[src/rtl/a_buf_feeder_pkg.sv]
// Shared constants, FSM encoding and lane geometry for the A-buffer feeder.
// Latency: n/a (declarations only).
// Backpressure: n/a.
package a_buf_feeder_pkg;

  // Array height (number of lanes) and per-lane operand width.
  localparam int SARRAY_H          = 4;
  localparam int LANE_W            = 32;
  localparam int SARRAY_LOAD_WIDTH = SARRAY_H * LANE_W;

  // Number of A buffers and the id width needed to name one.
  localparam int A_BUF_NUM  = 2;
  localparam int A_BUF_ID_W = (A_BUF_NUM > 1) ? $clog2(A_BUF_NUM) : 1;

  // Row / drain counter sized to reach SARRAY_H-1.
  localparam int               CNT_W    = (SARRAY_H > 1) ? $clog2(SARRAY_H) : 1;
  localparam logic [CNT_W-1:0] CNT_LAST = CNT_W'(SARRAY_H - 1);

  typedef enum logic [1:0] {
    ST_IDLE  = 2'd0,
    ST_READ  = 2'd1,
    ST_DRAIN = 2'd2
  } feed_state_t;

endpackage

[src/rtl/a_buf_feeder_skew.sv]
// One lane of the diagonal skew: stage-0 register plus DEPTH extra stages.
// Latency: DEPTH+1 non-held cycles from in_* to out_*.
// Backpressure: hold=1 freezes every stage of the lane.
// Ports: clk/rst_n clock and async active-low reset; hold freeze;
//        in_valid/in_data captured lane element; out_valid/out_data lane output.
module a_feed_skew_line
  import a_buf_feeder_pkg::*;
#(
  parameter int DEPTH = 0
) (
  input  logic              clk,
  input  logic              rst_n,
  input  logic              hold,
  input  logic              in_valid,
  input  logic [LANE_W-1:0] in_data,
  output logic              out_valid,
  output logic [LANE_W-1:0] out_data
);

  // Index 0 is the stage-0 register; indices 1..DEPTH are the skew stages.
  logic [DEPTH:0]    r_vld;
  logic [LANE_W-1:0] r_dat [0:DEPTH];

  always_ff @(posedge clk or negedge rst_n) begin
    if (!rst_n) begin
      r_vld <= '0;
      for (int i = 0; i <= DEPTH; i++) begin
        r_dat[i] <= '0;
      end
    end else if (!hold) begin
      r_vld[0] <= in_valid;
      r_dat[0] <= in_data;
      for (int i = 1; i <= DEPTH; i++) begin
        r_vld[i] <= r_vld[i-1];
        r_dat[i] <= r_dat[i-1];
      end
    end
  end

  assign out_valid = r_vld[DEPTH];
  assign out_data  = r_dat[DEPTH];

endmodule

[src/rtl/a_buf_feeder.sv]
// Streams one A buffer (SARRAY_H rows) into the array left edge with diagonal skew.
// Latency: accept -> feed_done_o = 2*SARRAY_H cycles plus one per stall cycle.
// Backpressure: sarray_stall_i freezes read issue, counters and all skew stages.
// Ports: feed_req_* request handshake (ready only in IDLE); rd_a_buf_* row read
//        strobe/id and same-cycle returned row; sarray_a_* per-lane skewed
//        valid/data; feed_done_o one-cycle pulse with the last skewed element.
module a_buf_feeder
  import a_buf_feeder_pkg::*;
(
  input  logic                         clk,
  input  logic                         rst_n,
  input  logic                         feed_req_valid_i,
  input  logic [A_BUF_ID_W-1:0]        feed_req_buf_id_i,
  output logic                         feed_req_ready_o,
  input  logic                         sarray_stall_i,
  output logic                         rd_a_buf_valid_o,
  output logic [A_BUF_ID_W-1:0]        rd_a_buf_id_o,
  input  logic                         rd_a_buf_ret_valid_i,
  input  logic [SARRAY_LOAD_WIDTH-1:0] rd_a_buf_ret_data_i,
  output logic [SARRAY_H-1:0]          sarray_a_valid_o,
  output logic [SARRAY_LOAD_WIDTH-1:0] sarray_a_data_o,
  output logic                         feed_done_o
);

  feed_state_t           r_state, w_state_nxt;
  logic [CNT_W-1:0]      r_cnt, w_cnt_nxt;
  logic [A_BUF_ID_W-1:0] r_buf_id, w_buf_id_nxt;
  logic                  w_ready;
  logic                  w_issue;
  logic                  w_done;
  logic                  w_cap_vld;

  always_ff @(posedge clk or negedge rst_n) begin
    if (!rst_n) begin
      r_state  <= ST_IDLE;
      r_cnt    <= '0;
      r_buf_id <= '0;
    end else begin
      r_state  <= w_state_nxt;
      r_cnt    <= w_cnt_nxt;
      r_buf_id <= w_buf_id_nxt;
    end
  end

  // r_cnt is the row index in READ and the drain-cycle index in DRAIN.
  always_comb begin
    w_state_nxt  = r_state;
    w_cnt_nxt    = r_cnt;
    w_buf_id_nxt = r_buf_id;
    w_ready      = 1'b0;
    w_issue      = 1'b0;
    w_done       = 1'b0;
    case (r_state)
      ST_IDLE: begin
        w_ready = 1'b1;
        if (feed_req_valid_i) begin
          w_state_nxt  = ST_READ;
          w_cnt_nxt    = '0;
          w_buf_id_nxt = feed_req_buf_id_i;
        end
      end
      ST_READ: begin
        if (!sarray_stall_i) begin
          w_issue = 1'b1;
          if (r_cnt == CNT_LAST) begin
            w_state_nxt = ST_DRAIN;
            w_cnt_nxt   = '0;
          end else begin
            w_cnt_nxt = r_cnt + CNT_W'(1);
          end
        end
      end
      ST_DRAIN: begin
        // The final drain cycle is when lane SARRAY_H-1 presents its last row.
        if (!sarray_stall_i) begin
          if (r_cnt == CNT_LAST) begin
            w_done      = 1'b1;
            w_state_nxt = ST_IDLE;
            w_cnt_nxt   = '0;
          end else begin
            w_cnt_nxt = r_cnt + CNT_W'(1);
          end
        end
      end
      default: begin
        w_state_nxt = ST_IDLE;
        w_cnt_nxt   = '0;
      end
    endcase
  end

  assign feed_req_ready_o = w_ready;
  assign rd_a_buf_valid_o = w_issue;
  assign rd_a_buf_id_o    = r_buf_id;
  assign feed_done_o      = w_done;

  // Return data only counts when it answers a strobe issued this cycle.
  assign w_cap_vld = w_issue & rd_a_buf_ret_valid_i;

  for (genvar j = 0; j < SARRAY_H; j++) begin : g_lane
    logic [LANE_W-1:0] w_lane_in;

    // Invalid lanes carry zero data all the way down the skew line.
    assign w_lane_in = w_cap_vld ? rd_a_buf_ret_data_i[j*LANE_W +: LANE_W] : '0;

    a_feed_skew_line #(
      .DEPTH (j)
    ) u_skew (
      .clk       (clk),
      .rst_n     (rst_n),
      .hold      (sarray_stall_i),
      .in_valid  (w_cap_vld),
      .in_data   (w_lane_in),
      .out_valid (sarray_a_valid_o[j]),
      .out_data  (sarray_a_data_o[j*LANE_W +: LANE_W])
    );
  end

endmodule

[config.mk]
export PLATFORM = sky130hd
export DESIGN_NAME = a_buf_feeder
export DESIGN_NICKNAME = d
export VERILOG_FILES = /design/src/rtl/a_buf_feeder_pkg.sv /design/src/rtl/a_buf_feeder_skew.sv /design/src/rtl/a_buf_feeder.sv
export SDC_FILE = /design/constraint.sdc
export NUM_CORES = 1
export LEC_CHECK = 0
export BUFFER_PORTS_ARGS = -buffer_cell sky130_fd_sc_hd__buf_4
export CAP_MARGIN = 5
export CORE_MARGIN = 1
export CORE_UTILIZATION = 51
export CTS_BUF_LIST = sky130_fd_sc_hd__clkbuf_8
export DETAILED_ROUTE_END_ITERATION = 6
export PLACE_DENSITY = 0.78
export REMOVE_ABC_BUFFERS = 1
export SLEW_MARGIN = 20
export SYNTH_ARGS = -nofsm -noshare
export SYNTH_HDL_FRONTEND = slang
export SYNTH_SLANG_ARGS = --single-unit
[constraint.sdc]
create_clock -name clk -period 1.5 [get_ports clk]
set_input_delay 0.15 -clock clk [delete_from_list [all_inputs] [get_ports clk]]
set_output_delay 0.15 -clock clk [all_outputs]
set_load 0.03 [all_outputs]
# Word-level counts from Yosys, hierarchy flattened
# Index checks and enable logic that the tools add are counted.
# word_totals
reg_bits,335
inputBits,134
word_cells,53
# classes
add_sub_neg,1
eq_ne,9
n_mux,20
n_bitwise,1
reduce_logical,5
# op_table
cell,n
32-bit 2-to-1 mux,4
2-bit 2-to-1 mux,8
"2-bit != test, second input constant",6
1-bit 2-to-1 mux,6
2-bit case mux with 3 select lines,1
5-bit AND reduction,1
"2-bit == test, second input constant",2
2-bit case mux with 2 select lines,1
2-bit AND reduction,2
"2-bit by 1-bit adder with 2-bit output, second input constant",1
"2-bit by 1-bit == test with 1-bit output, second input constant",1
2-bit zero test,1
2-bit OR reduction,1
1-bit AND,1

# Logic depth before layout (Yosys ltp)
# Gate-level depths: netlist of the first run.
# depth
word_depth,4
depth_mapped,7
depth_no_buf,5

# Cells and area by module
# From an unflattened synthesis of the first run, not the netlist that was laid out.
# hier_totals
cells_unflattened,983
hier_area_um2,14996.9
# by_module_without_submodules
module,instances,cells_per_inst,area_each_um2
a_feed_skew_line (g_lane[3].u_skew),1,311,5471.5
a_feed_skew_line (g_lane[2].u_skew),1,241,3943.8
a_feed_skew_line (g_lane[1].u_skew),1,171,2851.5
a_feed_skew_line (g_lane[0].u_skew),1,70,1381.3
a_buf_feeder,1,190,1348.8

# Worst setup path before layout of the first run
# No wires, ideal clock.
# synth_timing
kind,register to register
start,register r_state[0]
end,register r_state[1]
setup_time_ns,0.125
arrival_ns,1.413
setup_slack_ns,-0.038
stages_incl_launch_ff,6
synth_period_minus_slack_ns,1.538
path_cell_list,dfrtp_1 inv_1 ha_1 nand2b_1 o21ai_0 mux2_2
# synth_via
elab_chain_len,3
elab_cells_between_ends,10
classes_between,eq/ne: 7; mux: 1; reduce/logical: 2
# synth_rtl
item,line,text
"start, declared",a_buf_feeder.sv:25,"feed_state_t r_state, w_state_nxt;"
"start signal, assigned",a_buf_feeder.sv:39,r_state <= w_state_nxt;
2-bit by 1-bit == test with 1-bit output (tied with other cells),a_buf_feeder.sv:53,case (r_state)
2-bit != test (no line),-,
5-bit AND reduction (no line),-,
# Parallel ways exist; a longest one is shown, timed or not.
# A chain may end at the register's enable or synchronous reset.

# Worst setup path in the final report of the first run
# layout_timing
start,register r_state[1]
end,register g_lane[0].u_skew.r_dat (netlist bit g_lane[0].u_skew.out_data[9])
# layout_via
elab_chain_len,4
# layout_rtl
item,line,text
2-bit by 1-bit == test with 1-bit output,a_buf_feeder.sv:53,
1-bit 2-to-1 mux,a_buf_feeder.sv:53,
1-bit AND,a_buf_feeder.sv:98,assign w_cap_vld = w_issue & rd_a_buf_ret_valid_i;
32-bit 2-to-1 mux,a_buf_feeder.sv:104,assign w_lane_in = w_cap_vld ? rd_a_buf_ret_data_i[j*LANE_W +: LANE_W] : '0;
"end signal, assigned by index",a_buf_feeder_skew.sv:35,r_dat[i] <= r_dat[i-1];
"end, declared",a_buf_feeder_skew.sv:22,logic [LANE_W-1:0] r_dat [0:DEPTH];
# No other way between the ends.

==> results.sh, run 1 <==
export IMPL_vias_per_cell=5.22
export IMPL_ant_nets=0
export IMPL_outcome="complete, but fails checks"
export IMPL_worst_endpoint_arrival_ns=2.14
export IMPL_cp_end_kind="flip-flop"
export IMPL_routed_wl_um=30600
export IMPL_final_cell_mix="328 x dfrtp_1, 290 x buf_4, 197 x mux2_2, 131 x a22o_1, 131 x dlygate4sd3_1"
export IMPL_drive_gt1_share_pct=48.9
export IMPL_place_area_sq_um=14600
export IMPL_r2r_cells=8
export IMPL_finalPower_uw=24500
export IMPL_wl_per_cell_um=19.7
export IMPL_tightest_slew_ns=0.350
export IMPL_grt_overflow=0
export IMPL_irDropWorstVdd_uv=958
export IMPL_post_route_worst_setup_slack_ns=-0.221
export IMPL_grtUsageTotal_pct=24.0
export IMPL_crit_fanout=7
export IMPL_pwr_density_cell_nw_per_um2=1410
export IMPL_hold_depth=2
export IMPL_drt_iter0_markers=356
export IMPL_min_to="g_lane[3].u_skew.r_dat[123]"
export IMPL_cts_path_max_buffers=3
export IMPL_postSynthAreaPerCell_sq_um=15.5
export IMPL_layout_commonest_cell="dfrtp_1"
export IMPL_fp_row_count=57
export IMPL_min_from="sarray_stall_i"
export IMPL_reg2reg_slack_ns=-0.22
export IMPL_syn_instance_count=833
export IMPL_final_util_pct=71.0
export IMPL_slew_headroom_pct=76.7
export IMPL_synth_area_sq_um=12900
export IMPL_antenna_found_initial=1
export IMPL_grt_max_degree=68
export IMPL_boundaryPins=270
export IMPL_dr_pass1_iters=6
export IMPL_dp_hpwl_um=16400
export IMPL_fp_dieH_um=161
export IMPL_stdcell_area_sq_um=17400
export IMPL_crit_type="flip-flop to flip-flop"
export IMPL_dp_slack_ns=-0.0453
export IMPL_core_sq_um=24500
export IMPL_critical_path_top_delay_family="buffers and inverters"
export IMPL_nets=1333
export IMPL_crit_chain="inv_2 -> ha_4 -> nor2b_4 -> buf_4 -> and2_4 -> buf_12 -> buf_16 -> a22o_1"
export IMPL_hold_path_class="primary input to flip-flop"
export IMPL_cts_tree="done"
export IMPL_clock_skew_ns=0.0208
export IMPL_crit_buf_inv=4
export IMPL_ys_seq_area_share_pct=63.9
export IMPL_start_kind="flip-flop"
export IMPL_yosysWarnings=0
export IMPL_reg2reg_from="r_state[1]"
export IMPL_areaGrowthSynthToFinish_pct=35.0
export IMPL_vias=8116
export IMPL_cpMaxStageDelayCell="dfrtp_1"
export IMPL_drv_slew=0
export IMPL_slowest_delay_ns=0.39
export IMPL_die_x_um=161
export IMPL_rsz0062_at_grt="yes"
export IMPL_start_util_pct=52.5
export IMPL_cts_max_level=2
export IMPL_clkSinkCount=329
export IMPL_p_leak_uw=0.00902
export IMPL_io_buffer_count=269
export IMPL_ys_ff_latch=329
export IMPL_finalSetupViolations=133
export IMPL_max_freq_mhz=581
export IMPL_clk_latency_ns=0.56
export IMPL_grt_pass1_vias=8807
export IMPL_period_share_pct=115
export IMPL_r2r_end="g_lane[0].u_skew.out_data[9]"
export IMPL_critPathRequiredTime_ns=1.92
export IMPL_critical_path_depth=8
export IMPL_design_die_area_sq_um=25900
export IMPL_cts_clk_slew_worst_paths_ns=0.07
export IMPL_violations="negative setup slack"
export IMPL_min_period_ns=1.72
export IMPL_cts_buffers_inserted=53
export IMPL_place_gp_congestion=0.743
export IMPL_synth_distinct_cells=21
export IMPL_grt_first_pass_wirelength_um=48300
export IMPL_drc_errors=0
export IMPL_drv_cap=0
export IMPL_hold_violations=0
export IMPL_cts_root_buffer="clkbuf_8"
## power by group
| part | internal, uW | switching, uW | total, uW |
|---|---|---|---|
| sequential | 10300 | 847 | 11200 |
| combinational | 3100 | 3080 | 6180 |
| clock | 3760 | 3370 | 7140 |
| total | 17200 | 7300 | 24500 |
## how the worst max path moves through the flow
stage          startpoint                      endpoint
2_1_floorplan  r_state[1]   g_lane[3].u_skew.r_dat[111]
4_1_cts        r_state[1]              rd_a_buf_valid_o
3_5_place_dp   r_state[1]   g_lane[3].u_skew.r_dat[116]
6_report       r_state[1]  g_lane[0].u_skew.out_data[9]
5_1_grt        r_state[1]              rd_a_buf_valid_o
3_3_place_gp   r_state[1]   g_lane[3].u_skew.r_dat[104]
## flip-flops by register name, summed over array words and instances (netlist names)
| signal | cells |
|---|---|
| g_lane.u_skew.out_data | 128 |
| g_lane.u_skew.r_dat | 192 |
| r_cnt | 2 |
| r_state | 2 |
| g_lane.u_skew.r_vld | 4 |
| rd_a_buf_id_o | 1 |
## per-stage QoR
step	setup TNS [ns]	hold WS, ns	std cells
global placement	0	0.0753	1304
finish	-22.74	0.0492	1554
global route	-28.68	0.0405	1553
detailed placement	-0.880	0.0764	1304
floorplan	-60.74	-0.146	682
CTS	-21.19	0.0231	1550
## layer usage
layer | up-vias | global-route usage (%) | wire [um]
li1 | 3646 | - | -
met1 | 4136 | 29.8 | 12500
met2 | 277 | 41.2 | 15500
met3 | 57 | 5.96 | 1800
met4 | 0 | 7.80 | 758
met5 | - | 0 | 0
## cell usage after synthesis
master,n,area [sq um]
o21ai_0,3,15.0
nor2b_4,1,13.8
nand2b_1,2,12.5
a2bb2oi_1,1,8.76
buf_1,1,3.75
nand2_1,2,7.51
buf_6,12,135
dfrtp_1,329,8230
buf_2,15,75.1
clkbuf_1,9,33.8
ha_1,6,75.1
a21o_1,1,7.51
and2_1,1,6.26
and2_4,1,8.76
nor3_1,1,5.00
nor2b_1,2,12.5
buf_4,114,856
a22o_1,131,1150
inv_1,2,7.51
mux2_2,197,2220
nor2_1,2,7.51
## layout make-up
cell class                      instances  area [sq um]
Clock buffer                           63           867
Tap cell                              324           405
Fill cell                            1557          7130
Inverter                                2          7.51
Antenna cell                            2          5.00
Clock inverter                         27           108
Timing Repair Buffer                  456          4170
Multi-Input combinational cell        351          3610
Sequential cell                       329          8230
## kinds of logic (layout without fill, tap and decap cells)
family / count (synthesis) / in the layout / synth area share, %
AOI/OAI and AO/OA: 136 / 136 / 9.14
adders and majority gates: 6 / 6 / 0.582
buffers and inverters: 153 / 548 / 8.62
DFF: 329 / 329 / 63.9
muxes: 197 / 197 / 17.2
other: 0 / 2 / 0
and+or+nand+nor: 12 / 12 / 0.573
## timing repair
action	in CTS	in global routing
pin swaps	4	6
endpoints found under the setup margin	103	134
hold buffers	131	0
setup buffers	14	4
gates resized for setup	34	10
endpoints found under the hold margin	461	0
gates cloned	11	1
No activity file was read; power rests on OpenSTA's default activity.
==> run 2: changes to the inputs <==
- CELL_PAD_IN_SITES_DETAIL_PLACEMENT: not set -> 1
- CELL_PAD_IN_SITES_GLOBAL_PLACEMENT: not set -> 2
- CORE_UTILIZATION: 51 -> 36
- CTS_CLUSTER_SIZE: not set -> 8
- PLACE_DENSITY: 0.78 -> not set
- PLACE_DENSITY_LB_ADDON: not set -> 0.3
==> results.sh, run 2 (synthesis results as in run 1) <==
export IMPL_r2r_end="g_lane[1].u_skew.r_dat[32]"
export IMPL_r2r_cells=7
export IMPL_hold_path_class="primary input to async pin"
export IMPL_fp_row_count=68
export IMPL_areaGrowthSynthToFinish_pct=40.8
export IMPL_largest_reg_flops=192
export IMPL_switchingPower_uw=7470
export IMPL_min_period_ns=1.76
export IMPL_ant_nets=0
export IMPL_start_util_pct=37.0
export IMPL_p_int_uw=18100
export IMPL_reg2reg_slack_ns=-0.18
export IMPL_io_buffer_count=269
export IMPL_outcome="complete, but fails checks"
export IMPL_slowest_delay_ns=0.37
export IMPL_p_clk_share_pct=31.7
export IMPL_worst_endpoint_arrival_ns=1.61
export IMPL_cts_path_max_buffers=3
export IMPL_clk_latency_ns=0.62
export IMPL_core_sq_um=34900
export IMPL_grtUsageTotal_pct=16.5
export IMPL_grt_max_degree=53
export IMPL_power_share_sequential_pct=43.3
export IMPL_drc_errors=0
export IMPL_vias=8120
export IMPL_reg2reg_from="r_state[0]"
export IMPL_cp_end_kind="output pin"
export IMPL_cts_tree="done"
export IMPL_cts_max_level=2
export IMPL_violations="negative setup slack"
export IMPL_layout_commonest_cell="dfrtp_1"
export IMPL_dp_hpwl_um=18400
export IMPL_tightest_slew_ns=0.529
export IMPL_antenna_cells=0
export IMPL_drive_gt1_share_pct=50.7
export IMPL_place_gp_congestion=0.681
export IMPL_regMostFlops="g_lane.u_skew.r_dat"
export IMPL_grt_first_pass_wirelength_um=47600
export IMPL_grt_overflow=0
export IMPL_seqCellArea_sq_um=8230
export IMPL_pwr_density_cell_nw_per_um2=1410
export IMPL_grt_pass1_vias=8947
export IMPL_design_die_area_sq_um=36600
export IMPL_vias_per_cell=4.72
export IMPL_crit_chain="ha_2 -> nor2b_4 -> and2_4 -> buf_6"
export IMPL_nets=1364
export IMPL_rsz0062_at_grt="yes"
export IMPL_dp_slack_ns=-0.0291
export IMPL_final_cell_mix="329 x dfrtp_1, 296 x buf_4, 196 x mux2_2, 132 x dlygate4sd3_1, 131 x a22o_1"
export IMPL_clkSinkCount=329
export IMPL_cp_endpoint="feed_done_o"
export IMPL_routed_wl_um=32300
export IMPL_hold_violations=0
export IMPL_critPathRequiredTime_ns=1.35
export IMPL_multiInputGateArea_sq_um=3590
export IMPL_finalSetupViolations=103
export IMPL_cts_buffers_inserted=55
export IMPL_die_x_um=191
export IMPL_irDropWorstVdd_uv=801
export IMPL_combPwrFrac_pct=25.0
export IMPL_max_freq_mhz=569
export IMPL_clock_skew_ns=0.0165
export IMPL_p_leak_uw=0.00931
export IMPL_netSwitchingFraction_pct=29.2
export IMPL_antenna_found_initial=0
export IMPL_slew_headroom_pct=64.7
export IMPL_period_share_pct=117
export IMPL_crit_type="flip-flop to output pin"
export IMPL_boundaryPins=270
export IMPL_finalPower_uw=25600
export IMPL_post_route_worst_setup_slack_ns=-0.257
export IMPL_crit_fanout=3
export IMPL_cpMaxStageDelayCell="dfrtp_1"
export IMPL_drv_cap=0
export IMPL_drt_iter0_markers=193
export IMPL_dr_pass1_iters=4
export IMPL_start_kind="flip-flop"
export IMPL_cts_clk_slew_worst_paths_ns=0.06
export IMPL_drv_slew=0
export IMPL_fillerInstances=3407
export IMPL_wl_per_cell_um=18.7
export IMPL_cts_root_buffer="clkbuf_8"
export IMPL_crit_start="r_cnt[1]"
export IMPL_fp_dieH_um=191
[run 2: cell count changes in the layout (fill, tap and decap cells not counted), moves of 2 or more]
cell,previous run,this run
buf_12,11,28
clkbuf_8,63,77
buf_16,10,1
clkbuf_16,1,10
buf_4,290,296
inv_1,24,19
buf_6,8,11
clkinv_2,2,4
diode_2,2,0
ha_2,1,3
ha_4,3,1
[run 2: critical path: cells and delay by family (launching register included)]
family        cells  cell delay, ns
fa+ha+maj         1            0.19
buf+inv           1            0.12
flops             1            0.37
simple gates      2            0.32
[run 2: routing by layer]
layer | wire (um) | global-route usage, % | vias up | share of wire (%)
met1 | 13700 | 20.9 | 4146 | 42
met2 | 15700 | 26.3 | 228 | 49
met4 | 640 | 5.68 | 0 | 2.0
li1 | - | - | 3701 | -
met3 | 2290 | 5.58 | 45 | 7.1
met5 | 0 | 0 | - | 0
[run 2: area by class of cell]
class                   count  area share, %
inverters                   2         0.0551
repair buffers            484           25.3
flip-flops and latches    329           45.4
multi-input cells         352           19.8
clock buffers              77           5.84
clock inverters            23          0.503
well taps                 455           3.14
[run 2: per-stage QoR]
| stage | cell area, sq um | utilization [%] | hold WS (ns) | cells | TNS, ns |
|---|---|---|---|---|---|
| after detailed placement | 15000 | 43.1 | 0.152 | 1455 | -0.0380 |
| after global placement | 15000 | 43.1 | 0.143 | 1455 | 0 |
| final | 18200 | 52.0 | 0.0752 | 1722 | -13.22 |
| after global routing | 18200 | 52.0 | 0.0817 | 1722 | -20.57 |
| after floorplan | 11800 | - | -0.146 | 682 | -60.74 |
| after CTS | 17700 | 50.6 | 0.0558 | 1694 | -8.14 |
[run 2: how the worst min path moves through the flow]
stage                              endpoint  slack (ns)  cells past startpoint
2_1_floorplan  g_lane[0].u_skew.out_data[0]       -0.15                      0
3_3_place_gp     g_lane[2].u_skew.r_dat[76]        0.14                      1
3_5_place_dp     g_lane[2].u_skew.r_dat[76]        0.15                      1
4_1_cts          g_lane[3].u_skew.r_dat[78]        0.06                      2
5_1_grt          g_lane[2].u_skew.r_dat[44]        0.08                      2
6_report        g_lane[3].u_skew.r_dat[101]        0.08                      2
[run 2: power groups by stage]
stage	clock network, uW	logic [uW]	registers (uW)
2_1_floorplan	0	1700	12200
3_3_place_gp	0	5210	11200
3_5_place_dp	0	5320	11200
4_1_cts	8360	5870	11100
5_1_grt	8800	6830	11300
6_report	8100	6400	11100
[run 2: what timing repair did]
| item | 4_1_cts | 5_1_grt |
|---|---|---|
| hold endpoints to repair | 466 | 0 |
| gates resized for setup | 17 | 28 |
| setup endpoints to repair | 19 | 132 |
| pin swaps | 41 | 37 |
| buffers inserted | 6 | 13 |
| gates cloned | 2 | 18 |
| hold buffers | 132 | 0 |
==> run 3: changes to the inputs <==
- CORE_UTILIZATION: 36 -> 37
- SYNTH_HIERARCHICAL: not set -> 1
==> results.sh, run 3 <==
export IMPL_hold_violations=0
export IMPL_fillerInstances=4007
export IMPL_routed_wl_um=37600
export IMPL_syn_instance_count=983
export IMPL_finalSetupViolations=139
export IMPL_yosysMostFrequentCell="dfrtp_1"
export IMPL_grt_pass1_vias=10200
export IMPL_yosysWarnings=6
export IMPL_final_cell_mix="335 x dfrtp_1, 295 x buf_4, 168 x mux2_4, 163 x mux2_2, 133 x dlygate4sd3_1"
export IMPL_p_leak_uw=0.0109
export IMPL_start_util_pct=37.7
export IMPL_reg2reg_from="r_state[0]"
export IMPL_ys_ff_latch=335
export IMPL_dr_pass1_iters=4
export IMPL_async_flop_share_pct=100
export IMPL_fp_dieH_um=203
export IMPL_grt_max_degree=130
export IMPL_cp_endpoint="feed_done_o"
export IMPL_cts_root_buffer="clkbuf_8"
export IMPL_grtUsageTotal_pct=17.5
export IMPL_ys_seq_area_share_pct=55.9
export IMPL_boundaryPins=270
export IMPL_drive_gt1_share_pct=56.8
export IMPL_design_die_area_sq_um=41300
export IMPL_clock_skew_ns=0.0174
export IMPL_cts_max_level=2
export IMPL_nets=1503
export IMPL_synth_main_ff_cell="dfrtp_1"
export IMPL_slew_headroom_pct=48.6
export IMPL_die_x_um=203
export IMPL_place_gp_congestion=0.718
export IMPL_synth_area_sq_um=15000
export IMPL_max_freq_mhz=541
export IMPL_cts_tree="done"
export IMPL_reg2reg_slack_ns=-0.29
export IMPL_drc_errors=0
export IMPL_fp_row_count=73
export IMPL_areaGrowthSynthToFinish_pct=35.5
export IMPL_synth_distinct_cells=26
export IMPL_violations="negative setup slack"
export IMPL_largest_reg_flops=192
export IMPL_irDropWorstVdd_uv=627
export IMPL_r2r_end="g_lane[2].u_skew/r_dat[70]"
export IMPL_clk_latency_ns=0.63
export IMPL_worst_endpoint_arrival_ns=1.70
export IMPL_start_kind="flip-flop"
export IMPL_final_util_pct=51.0
export IMPL_grt_first_pass_wirelength_um=56800
export IMPL_cts_clk_slew_worst_paths_ns=0.06
export IMPL_tightest_slew_ns=0.771
export IMPL_drv_cap=0
export IMPL_vias_per_cell=4.67
export IMPL_crit_fanout=2
export IMPL_regMostFlops="g_lane.u_skew/r_dat"
export IMPL_finalPower_uw=24700
export IMPL_r2r_cells=7
export IMPL_yosys_area_top_type="dfrtp_1"
export IMPL_synth_area_top_cells="dfrtp_1 56%, mux2_4 16%, mux2_2 13%"
export IMPL_period_share_pct=123
export IMPL_ant_nets=0
export IMPL_dp_hpwl_um=20900
export IMPL_hold_path_class="primary input to flip-flop"
export IMPL_drt_iter0_markers=234
export IMPL_crit_start="r_state[0]"
export IMPL_clkSinkCount=335
export IMPL_cp_end_kind="output pin"
export IMPL_drv_slew=0
export IMPL_synth_top_area_share_pct=55.9
export IMPL_rsz0062_at_grt="yes"
export IMPL_netlist_top_cells_count="335 x dfrtp_1, 171 x mux2_2, 160 x mux2_4"
export IMPL_vias=9013
export IMPL_critPathRequiredTime_ns=1.35
export IMPL_grt_overflow=0
export IMPL_min_period_ns=1.85
export IMPL_cts_buffers_inserted=59
export IMPL_outcome="complete, but fails checks"
export IMPL_pwr_density_cell_nw_per_um2=1220
export IMPL_wl_per_cell_um=19.5
export IMPL_synth_edf_count=0
export IMPL_core_sq_um=39800
export IMPL_post_route_worst_setup_slack_ns=-0.349
export IMPL_antenna_found_initial=3
export IMPL_crit_type="flip-flop to output pin"
export IMPL_cts_path_max_buffers=3
export IMPL_io_buffer_count=269
export IMPL_layout_commonest_cell="dfrtp_1"
export IMPL_fin_tns_setup_ns=-32.14
export IMPL_postSynthAreaPerCell_sq_um=15.3
[run 3: through the flow]
stage / worst slack (ns) / std cells / cell area (sq um) / hold slack (ns)
2_1_floorplan: -0.754 / 822 / 13700 / -0.146
3_3_place_gp: -0.0717 / 1671 / 17100 / 0.0225
3_5_place_dp: -0.112 / 1671 / 17100 / 0.0242
4_1_cts: -0.394 / 1917 / 19800 / 0.0543
5_1_grt: -0.432 / 1931 / 20300 / 0.0736
6_report: -0.349 / 1931 / 20300 / 0.108
[run 3: critical path: stages, from the launching register on]
cell,delay (ns)
dfrtp_1,0.41
buf_6,0.14
inv_6,0.03
buf_6,0.11
ha_4,0.14
and2_4,0.13
buf_6,0.13
[run 3: how the worst min path moves through the flow]
| stage | startpoint | end | slack [ns] | cells after the start |
|---|---|---|---|---|
| after floorplan | rst_n | g_lane[0].u_skew/out_data[0] | -0.15 | 0 |
| after global placement | rst_n | g_lane[3].u_skew/out_data[17] | 0.02 | 1 |
| after detailed placement | rst_n | g_lane[3].u_skew/r_dat[81] | 0.02 | 1 |
| after CTS | sarray_stall_i | g_lane[3].u_skew/r_dat[118] | 0.05 | 3 |
| after global routing | sarray_stall_i | g_lane[3].u_skew/r_dat[92] | 0.07 | 3 |
| final | sarray_stall_i | g_lane[3].u_skew/r_dat[92] | 0.11 | 3 |
[run 3: cell type report]
type / count / area [sq um] / area share (%)
sequential: 335 / 8380 / 41.3
multi-input combinational: 485 / 5550 / 27.3
timing repair buffer: 480 / 4550 / 22.4
clock buffer: 77 / 1060 / 5.21
tap: 525 / 657 / 3.23
clock inverter: 26 / 106 / 0.523
inverter: 2 / 12.5 / 0.0616
antenna: 1 / 2.50 / 0.0123
[run 3: timing repair]
| action | CTS | global route |
|---|---|---|
| setup endpoints to repair | 136 | 156 |
| hold endpoints to repair | 471 | 16 |
| hold buffers | 133 | 1 |
| gates cloned | 3 | 13 |
| buffers inserted | 8 | 0 |
| pin swaps | 2 | 28 |
| resized for setup | 25 | 43 |
[run 3: cells by family after synthesis]
kind of cell,share of synthesized area [%]
AO/OA/AOI/OAI,0.334
adder cells (fa/ha/maj),0.501
buffers and inverters,8.50
flip-flops,55.9
multiplexers,28.9
AND/OR/NAND/NOR,5.83
[run 3: metal layers]
layer / routed length [um] / vias up / share of wire (%) / global-route usage [%]
met1: 16500 / 4631 / 44 / 22.2
li1: - / 4118 / - / -
met5: 13 / - / 0.035 / 0
met2: 18300 / 211 / 49 / 28.6
met4: 772 / 2 / 2.1 / 6.26
met3: 2030 / 51 / 5.4 / 4.84
[run 3: power by group]
part | total [uW] | internal (uW) | switching, uW | leakage, uW
clock network | 8280 | 4540 | 3740 | 0.000681
registers | 10400 | 9900 | 488 | 0.00463
logic | 6050 | 3230 | 2820 | 0.00555
total | 24700 | 17700 | 7050 | 0.0109
